<file path="config.mk">
export PLATFORM = sky130hd
export DESIGN_NAME = inst_issuer
export DESIGN_NICKNAME = d
export VERILOG_FILES = /design/src/rtl/proc_pkg.sv /design/src/rtl/prog_ram.sv /design/src/rtl/inst_issuer.sv
export SDC_FILE = /design/constraint.sdc
export NUM_CORES = 1
export LEC_CHECK = 0
export BUFFER_PORTS_ARGS = -buffer_cell sky130_fd_sc_hd__clkbuf_2
export CAP_MARGIN = 20
export CORE_AREA = 2 2 247 152
export CTS_BUF_LIST = sky130_fd_sc_hd__clkbuf_4 sky130_fd_sc_hd__clkbuf_8
export CTS_CLUSTER_DIAMETER = 120
export CTS_CLUSTER_SIZE = 20
export DETAILED_ROUTE_END_ITERATION = 10
export DIE_AREA = 0 0 249 154
export PLACE_DENSITY_LB_ADDON = 0.15
export SLEW_MARGIN = 20
export SYNTH_ARGS = -nofsm -noshare
export SYNTH_HDL_FRONTEND = slang
export SYNTH_SLANG_ARGS = --single-unit
</file>
<file path="constraint.sdc">
create_clock -name clk -period 5.7 [get_ports clk]
set_input_delay 0.57 -clock clk [delete_from_list [all_inputs] [get_ports clk]]
set_output_delay 0.57 -clock clk [all_outputs]
set_load 0.03 [all_outputs]
</file>
<file path="src/rtl/proc_pkg.sv">
// Shared instruction-format definitions for the issue unit and the processor decoder.
package proc_pkg;

  localparam int unsigned INST_W  = 32;
  localparam int unsigned OP_W    = 3;
  localparam int unsigned R1_W    = 5;
  localparam int unsigned R2_W    = 5;
  localparam int unsigned R3_W    = 3;
  localparam int unsigned IMM_W   = 16;

  localparam int unsigned OP_LSB  = 29;
  localparam int unsigned R1_LSB  = 24;
  localparam int unsigned R2_LSB  = 19;
  localparam int unsigned R3_LSB  = 16;
  localparam int unsigned IMM_LSB = 0;

  localparam logic [OP_W-1:0] OP_NOP  = 3'b000;
  localparam logic [OP_W-1:0] OP_LW   = 3'b001;
  localparam logic [OP_W-1:0] OP_SW   = 3'b010;
  localparam logic [OP_W-1:0] OP_HALT = 3'b111;

  typedef enum logic [1:0] {
    ST_IDLE  = 2'd0,
    ST_RUN   = 2'd1,
    ST_DRAIN = 2'd2,
    ST_DONE  = 2'd3
  } issue_state_t;

  function automatic logic [INST_W-1:0] pack_inst(
    input logic [OP_W-1:0]  op,
    input logic [R1_W-1:0]  r1,
    input logic [R2_W-1:0]  r2,
    input logic [R3_W-1:0]  r3,
    input logic [IMM_W-1:0] imm
  );
    return {op, r1, r2, r3, imm};
  endfunction

endpackage

</file>
<file path="src/rtl/prog_ram.sv">
// Program store: synchronous write, combinational read.
module prog_ram
  import proc_pkg::*;
#(
  parameter int unsigned DEPTH = 16,
  parameter int unsigned AW    = $clog2(DEPTH)
) (
  input  logic              clk,
  input  logic              we,
  input  logic [AW-1:0]     waddr,
  input  logic [INST_W-1:0] wdata,
  input  logic [AW-1:0]     raddr,
  output logic [INST_W-1:0] rdata
);

  logic [INST_W-1:0] mem [DEPTH];

  always_ff @(posedge clk) begin
    if (we) mem[waddr] <= wdata;
  end

  assign rdata = mem[raddr];

endmodule

</file>
<file path="src/rtl/inst_issuer.sv">
// Streams stored program words onto the 32-bit instruction bus with valid/stall
// handshaking, stopping at the program length or a HALT opcode.
module inst_issuer
  import proc_pkg::*;
#(
  parameter int unsigned DEPTH = 16,
  parameter int unsigned AW    = $clog2(DEPTH)
) (
  input  logic              clk,
  input  logic              rst,
  input  logic              load_en,
  input  logic [AW-1:0]     load_addr,
  input  logic [OP_W-1:0]   load_op,
  input  logic [R1_W-1:0]   load_r1,
  input  logic [R2_W-1:0]   load_r2,
  input  logic [R3_W-1:0]   load_r3,
  input  logic [IMM_W-1:0]  load_imm,
  input  logic              start,
  input  logic [AW:0]       prog_len,
  input  logic              abort,
  input  logic              stall,
  output logic [INST_W-1:0] inst,
  output logic              inst_valid,
  output logic              busy,
  output logic              done
);

  issue_state_t      state;
  logic [AW:0]       pc;
  logic [AW:0]       len;
  logic [INST_W-1:0] rd_word;
  logic [AW:0]       len_clamp;
  logic              ram_we;
  logic              fetch;
  logic              xfer;
  logic              stop;

  // Program memory only accepts writes while the issuer is idle.
  assign ram_we = load_en && (state == ST_IDLE);

  prog_ram #(
    .DEPTH (DEPTH),
    .AW    (AW)
  ) u_prog_ram (
    .clk   (clk),
    .we    (ram_we),
    .waddr (load_addr),
    .wdata (pack_inst(load_op, load_r1, load_r2, load_r3, load_imm)),
    .raddr (pc[AW-1:0]),
    .rdata (rd_word)
  );

  assign len_clamp = (prog_len > (AW+1)'(DEPTH)) ? (AW+1)'(DEPTH) : prog_len;
  assign fetch     = !inst_valid || !stall;
  assign xfer      = inst_valid && !stall;
  // The length test wins, so an address past the program end is never acted upon.
  assign stop      = (pc == len) || (rd_word[OP_LSB +: OP_W] == OP_HALT);

  always_ff @(posedge clk) begin
    if (rst) begin
      state      <= ST_IDLE;
      pc         <= '0;
      len        <= '0;
      inst       <= '0;
      inst_valid <= 1'b0;
      busy       <= 1'b0;
      done       <= 1'b0;
    end else if (abort && (state != ST_IDLE)) begin
      state      <= ST_IDLE;
      inst_valid <= 1'b0;
      busy       <= 1'b0;
      done       <= 1'b0;
    end else begin
      case (state)
        ST_IDLE: begin
          done <= 1'b0;
          if (start && !abort) begin
            state <= ST_RUN;
            pc    <= '0;
            len   <= len_clamp;
            busy  <= 1'b1;
          end
        end
        ST_RUN: begin
          // At a fetch point the presented word (if any) has just been taken.
          if (fetch) begin
            if (stop) begin
              state      <= ST_DRAIN;
              inst_valid <= 1'b0;
            end else begin
              inst       <= rd_word;
              inst_valid <= 1'b1;
              pc         <= pc + (AW+1)'(1);
            end
          end
        end
        ST_DRAIN: begin
          if (!inst_valid || xfer) begin
            inst_valid <= 1'b0;
            state      <= ST_DONE;
            done       <= 1'b1;
          end
        end
        ST_DONE: begin
          done  <= 1'b0;
          busy  <= 1'b0;
          state <= ST_IDLE;
        end
        default: state <= ST_IDLE;
      endcase
    end
  end

endmodule

</file>
# Yosys cells after proc, flatten, opt, wreduce, memory -nomap -nowiden
# Memory sizes are Yosys's and may differ from the RTL's. A register that Yosys moved wholly into a read port is not among the register bits.
# Index checks and enable logic that the tools add are counted.
# op_classes
addsub,1
eq_ne,10
order_cmp,1
mux,22
n_bitwise,2
n_reduce_logical,25
# ops
op,count
2-to-1 mux 5 bit,4
case mux 5 bit (2 select lines),1
nonzero test 2 bit,5
2-to-1 mux 2 bit,4
2-to-1 mux 4 bit,2
!= test 2 bit (second input constant),4
case mux 2 bit (4 select lines),1
AND reduction 4 bit,2
2-to-1 mux 1 bit,7
case mux 1 bit (2 select lines),3
AND reduction 3 bit,2
adder 5 x 1 -> 5 bit (second input constant),1
== test 5 bit,1
> comparator 5 bit (second input constant),1
AND reduction 5 bit,1
== test 2 bit (second input constant),2
logical AND 1 bit,4
AND reduction 2 bit,2
OR reduction 2 bit,2
== test 3 bit (second input constant),1
zero test 1 bit,3
logical OR 1 bit,3
== test 2 x 1 -> 1 bit (second input constant),1
zero test 2 bit,1
other kinds (2),3
# word_totals
register_bits,47
ramBits,512
n_memories,1
inputBits,47
out_inout_bits,35
elab_cells,69
# mem_list
memory,depth,width,rd,rd_ports_with_merged_regs,write_ports,line_no,rtl
u_prog_ram.mem,16,32,1,1,1,prog_ram.sv:16,logic [INST_W-1:0] mem [DEPTH];

# Longest topological paths before layout
# depth
ltp_word,7
depth_mapped,10

# Hierarchy
# A second synthesis with hierarchy kept.
# unflattened
cells_unflattened,1034
area_unflattened_um2,21355.5
# by_module_without_submodules
module,cells_each,area_each_um2,n_inst
prog_ram,806,19194.7,1
inst_issuer,228,2160.8,1

# Worst setup path after synthesis
# No wires, ideal clock.
# synth_timing
path_kind,register to register
from,reg state[0]
to,mem u_prog_ram.mem[0][0] (enable)
required_time_ns,5.239
setup_ns,0.461
path_slack_ns,1.892
path_stages_with_launch,6
synth_period_minus_slack_ns,3.808
path_buffers,0
t_arrival_ns,3.346
path_cell_list,dfxtp_1 inv_1 ha_1 nand2_1 or3_1 nor3_1
# synth_between
elab_chain_len,4
# synth_rtl
item,line_no,rtl
"start, declared",inst_issuer.sv:28,issue_state_t state;
"start signal, assigned",inst_issuer.sv:61,state <= ST_IDLE;
"start signal, assigned",inst_issuer.sv:69,state <= ST_IDLE;
"start signal, assigned",inst_issuer.sv:78,state <= ST_RUN;
zero test 2 bit,inst_issuer.sv:39,assign ram_we = load_en && (state == ST_IDLE);
logical AND 1 bit,inst_issuer.sv:39,
2-to-1 mux 1 bit,prog_ram.sv:19,if (we) mem[waddr] <= wdata;
2-to-1 mux 1 bit (implied by the code),prog_ram.sv:19,
"end, declared",prog_ram.sv:16,
# Every way passes these cells.

==> metrics.csv <==
stage,metric,value,unit
cells_and_area,final_net_count,1142,
global_routing,grt_first_pass_wirelength,65050,um
cells_and_area,nFillCells,2371,
logic_synthesis,syn_area_per_cell,21.36,um2
critical_path,path_cells,mux4_2 > a22oi_1 > nand3_2 > a31oi_4 > nand3_2 > nand2_1 > a21oi_1,
timing,fin_crit_sh,61.97,%
timing,clock_skew,0.03092,ns
global_routing,grt_max_degree,100,
clock_tree,tritoncts,done,
die,die_w,249,um
placement,gp_congestion,0.8155,
clock_tree,insertion_delay,0.61,ns
global_routing,grt_pass1_vias,9811,
timing,slew_viol_final,0,
global_routing,antenna_found_initial,0,
clock_tree,cts_hold_buf,0,
logic_synthesis,synthFlopType,edfxtp_1,
cells_and_area,layout-drive-gt1-share,31.24,%
logic_synthesis,synth_edf_count,512,
critical_path,path_class,reg -> reg,
cells_and_area,syn2layout_area_growth,8.330,%
die,die_h,154,um
logic_synthesis,synth_area,0.02136,mm2
critical_path,crit_family,simple AND/OR/NAND/NOR gates,
logic_synthesis,synth_nets,1053,
critical_path,crit_required,6.18,ns
die,core,0.03588,mm2
logic_synthesis,syn_inst,1000,
logic_synthesis,synthDistinctLibCells,42,
critical_path,crit_path_top_delay_cell,dfxtp_4,
logic_synthesis,synth_area_leaders,"edfxtp_1 (72%), mux4_2 (17%), dfxtp_1 (4.8%), nand2_1 (1.4%), a21oi_1 (1.1%)",
global_routing,grt.total_usage,23.52,%
pwr,power.leakage,7.025,nW
routing,dr.pass1.iters,5,
logic_synthesis,synth_most_common_cell,edfxtp_1,
clock_tree,ctsHtreeMaxLevel,2,
routing,vias,10100,
logic_synthesis,synth_top_cell_by_area,edfxtp_1,
status,status,completed,
critical_path,slowest_delay,1.02,ns
critical_path,cp_max_fo,65,
pwr,power_density,305.8,mW/mm2
clock_tree,cts_setup_buffers,0,
clock_tree,ctsResizeCount,0,
die,fp.dieArea,0.03835,mm2
logic_synthesis,synth-seq-cells,563,
timing,max_slew_margin,34.10,%
timing,worstMarginPinSlew,0.9885,ns
die,row_count,54,
clock_tree,clockBufferDepth,3,
timing,setup_tns,0,ns
timing,finalSetupViolations,0,
routing,ant_nets,0,
clock_tree,cts.sinks,563,
critical_path,crit_top_cell,nand3_2,
logic_synthesis,ys_warn_count,0,
timing,min_period,3.532,ns
global_routing,gr-total-overflow,0,
placement,port_buffers,81,
routing,viasPerCell,6.355,
clock_tree,clk_pin_slew,0.13,ns
logic_synthesis,yosysSeqAreaShare,76.76,%
timing,fmax,283.1,MHz
critical_path,cp_data_arrival_time,4.01,ns
timing,final-hold-violation-count,0,
job,maxCapViolCount,0,
critical_path,path_buf_inv,0,
die,start_util,59.53,%
hold_path,min_path_type,in -> reg,
logic_synthesis,synth.cells.most_frequent,"edfxtp_1 (512), mux4_2 (157), nand2_1 (77)",
die,ios,82,
clock_tree,ctsRootBufferMaster,clkbuf_8,
pwr,vdd_drop_max,233.7,uV
critical_path,startpoint_type,register,
clock_tree,numCtsBuffers,34,
cells_and_area,fin_util,64.49,%
timing,rsz0062_at_grt,no,
logic_synthesis,yosysTopAreaCellShare,71.98,%
placement,hpwlAfterDp,23570,um
routing,wirelength,44250,um
logic_synthesis,async_reset_ff_share,0,%
routing,wl_per_cell,27.83,um
routing,route.detailed.drc,0,
cells_and_area,antennaDiodeCount,0,
routing,drtIter0Drc,1105,
critical_path,cp-end-kind,register,
[cell type report]
cell class	count	area, um2	area share [%]
inverter	5	18.77	0.08111
timing repair buffer	103	583.1	2.520
clock inverter	4	43.79	0.1893
tap	476	595.6	2.574
sequential	563	16410	70.90
clock buffer	57	640.6	2.769
multi-input combinational	382	4851	20.96
[worst register-to-register path, stage by stage, from the launching register on]
cell     delay (ns)
dfxtp_4        1.02
mux4_2         0.45
a22oi_1        0.22
nand3_2        0.18
a31oi_4        0.31
nand3_2        0.79
nand2_1        0.34
a21oi_1        0.10
[power breakdown]
group          total, mW  switching (mW)  internal (mW)
Sequential          4.66          0.0442           4.61
Combinational      0.479           0.328          0.151
Clock               1.94            1.21          0.733
Total               7.08            1.58           5.50
[flip-flops by register name (all words and copies together), names as in the netlist, named ones only]
signal	cells
len	5
busy	1
done	1
inst	32
inst_valid	1
u_prog_ram.mem	512
state	2
pc	5
[worst paths after layout]
path         depth (start not counted)     start  slack, ns        to
max                                  7  register       2.17  inst[27]
min                                  3     stall       0.27      done
max reg2reg                          7  register       2.17  inst[27]
min reg2reg                          2  inst[13]       0.47  inst[13]
[placed cells by master, fill, tap and decap left out, types with 4 or more instances in the layout]
cell type  instances
mux4_2           157
nand2_1           77
clkbuf_2          81
buf_4             21
nand3_1            6
nand3_2            4
nand4_1            4
nor3_2             4
nor2_4            12
edfxtp_1         512
dfxtp_1           47
nor2_1            11
o21ai_0            5
ha_1               6
a21oi_1           48
clkbuf_4          23
inv_1              5
or3_1              4
clkbuf_8          34
nand2b_1           5
nor3b_1            4
[routing by layer]
metal | share of wire, % | routed length [um] | GRT usage [%]
met1 | 44 | 19570 | 36.85
met2 | 47 | 20870 | 36.05
met3 | 6.9 | 3069 | 3.217
met4 | 1.7 | 744 | 5.455
met5 | 0 | 0 | 0
[metrics by stage]
step	std cells	area [um2]	hold WS [ns]	worst slack [ns]	total power, mW
after global placement	1529	22450	0.4454	2.266	5.218
after floorplan	1000	21360	0.4481	1.892	5.027
after global routing	1590	23140	0.2569	1.929	7.316
after CTS	1590	23140	0.2203	2.131	7.124
after detailed placement	1529	22450	0.4560	2.143	5.231
final	1590	23140	0.2705	2.168	7.076
[cells by family after synthesis]
kind of cell             after synthesis  synth area share [%]
flip-flops                           563                 76.76
multiplexers                         157                 16.55
AND/OR/NAND/NOR                      143                 3.064
AO/OA/AOI/OAI                         71                 1.992
buffers and inverters                 55                 1.072
adder cells (fa/ha/maj)                6                0.3515
XOR/XNOR                               5                0.2051
Power figures use the tool's default switching activity.
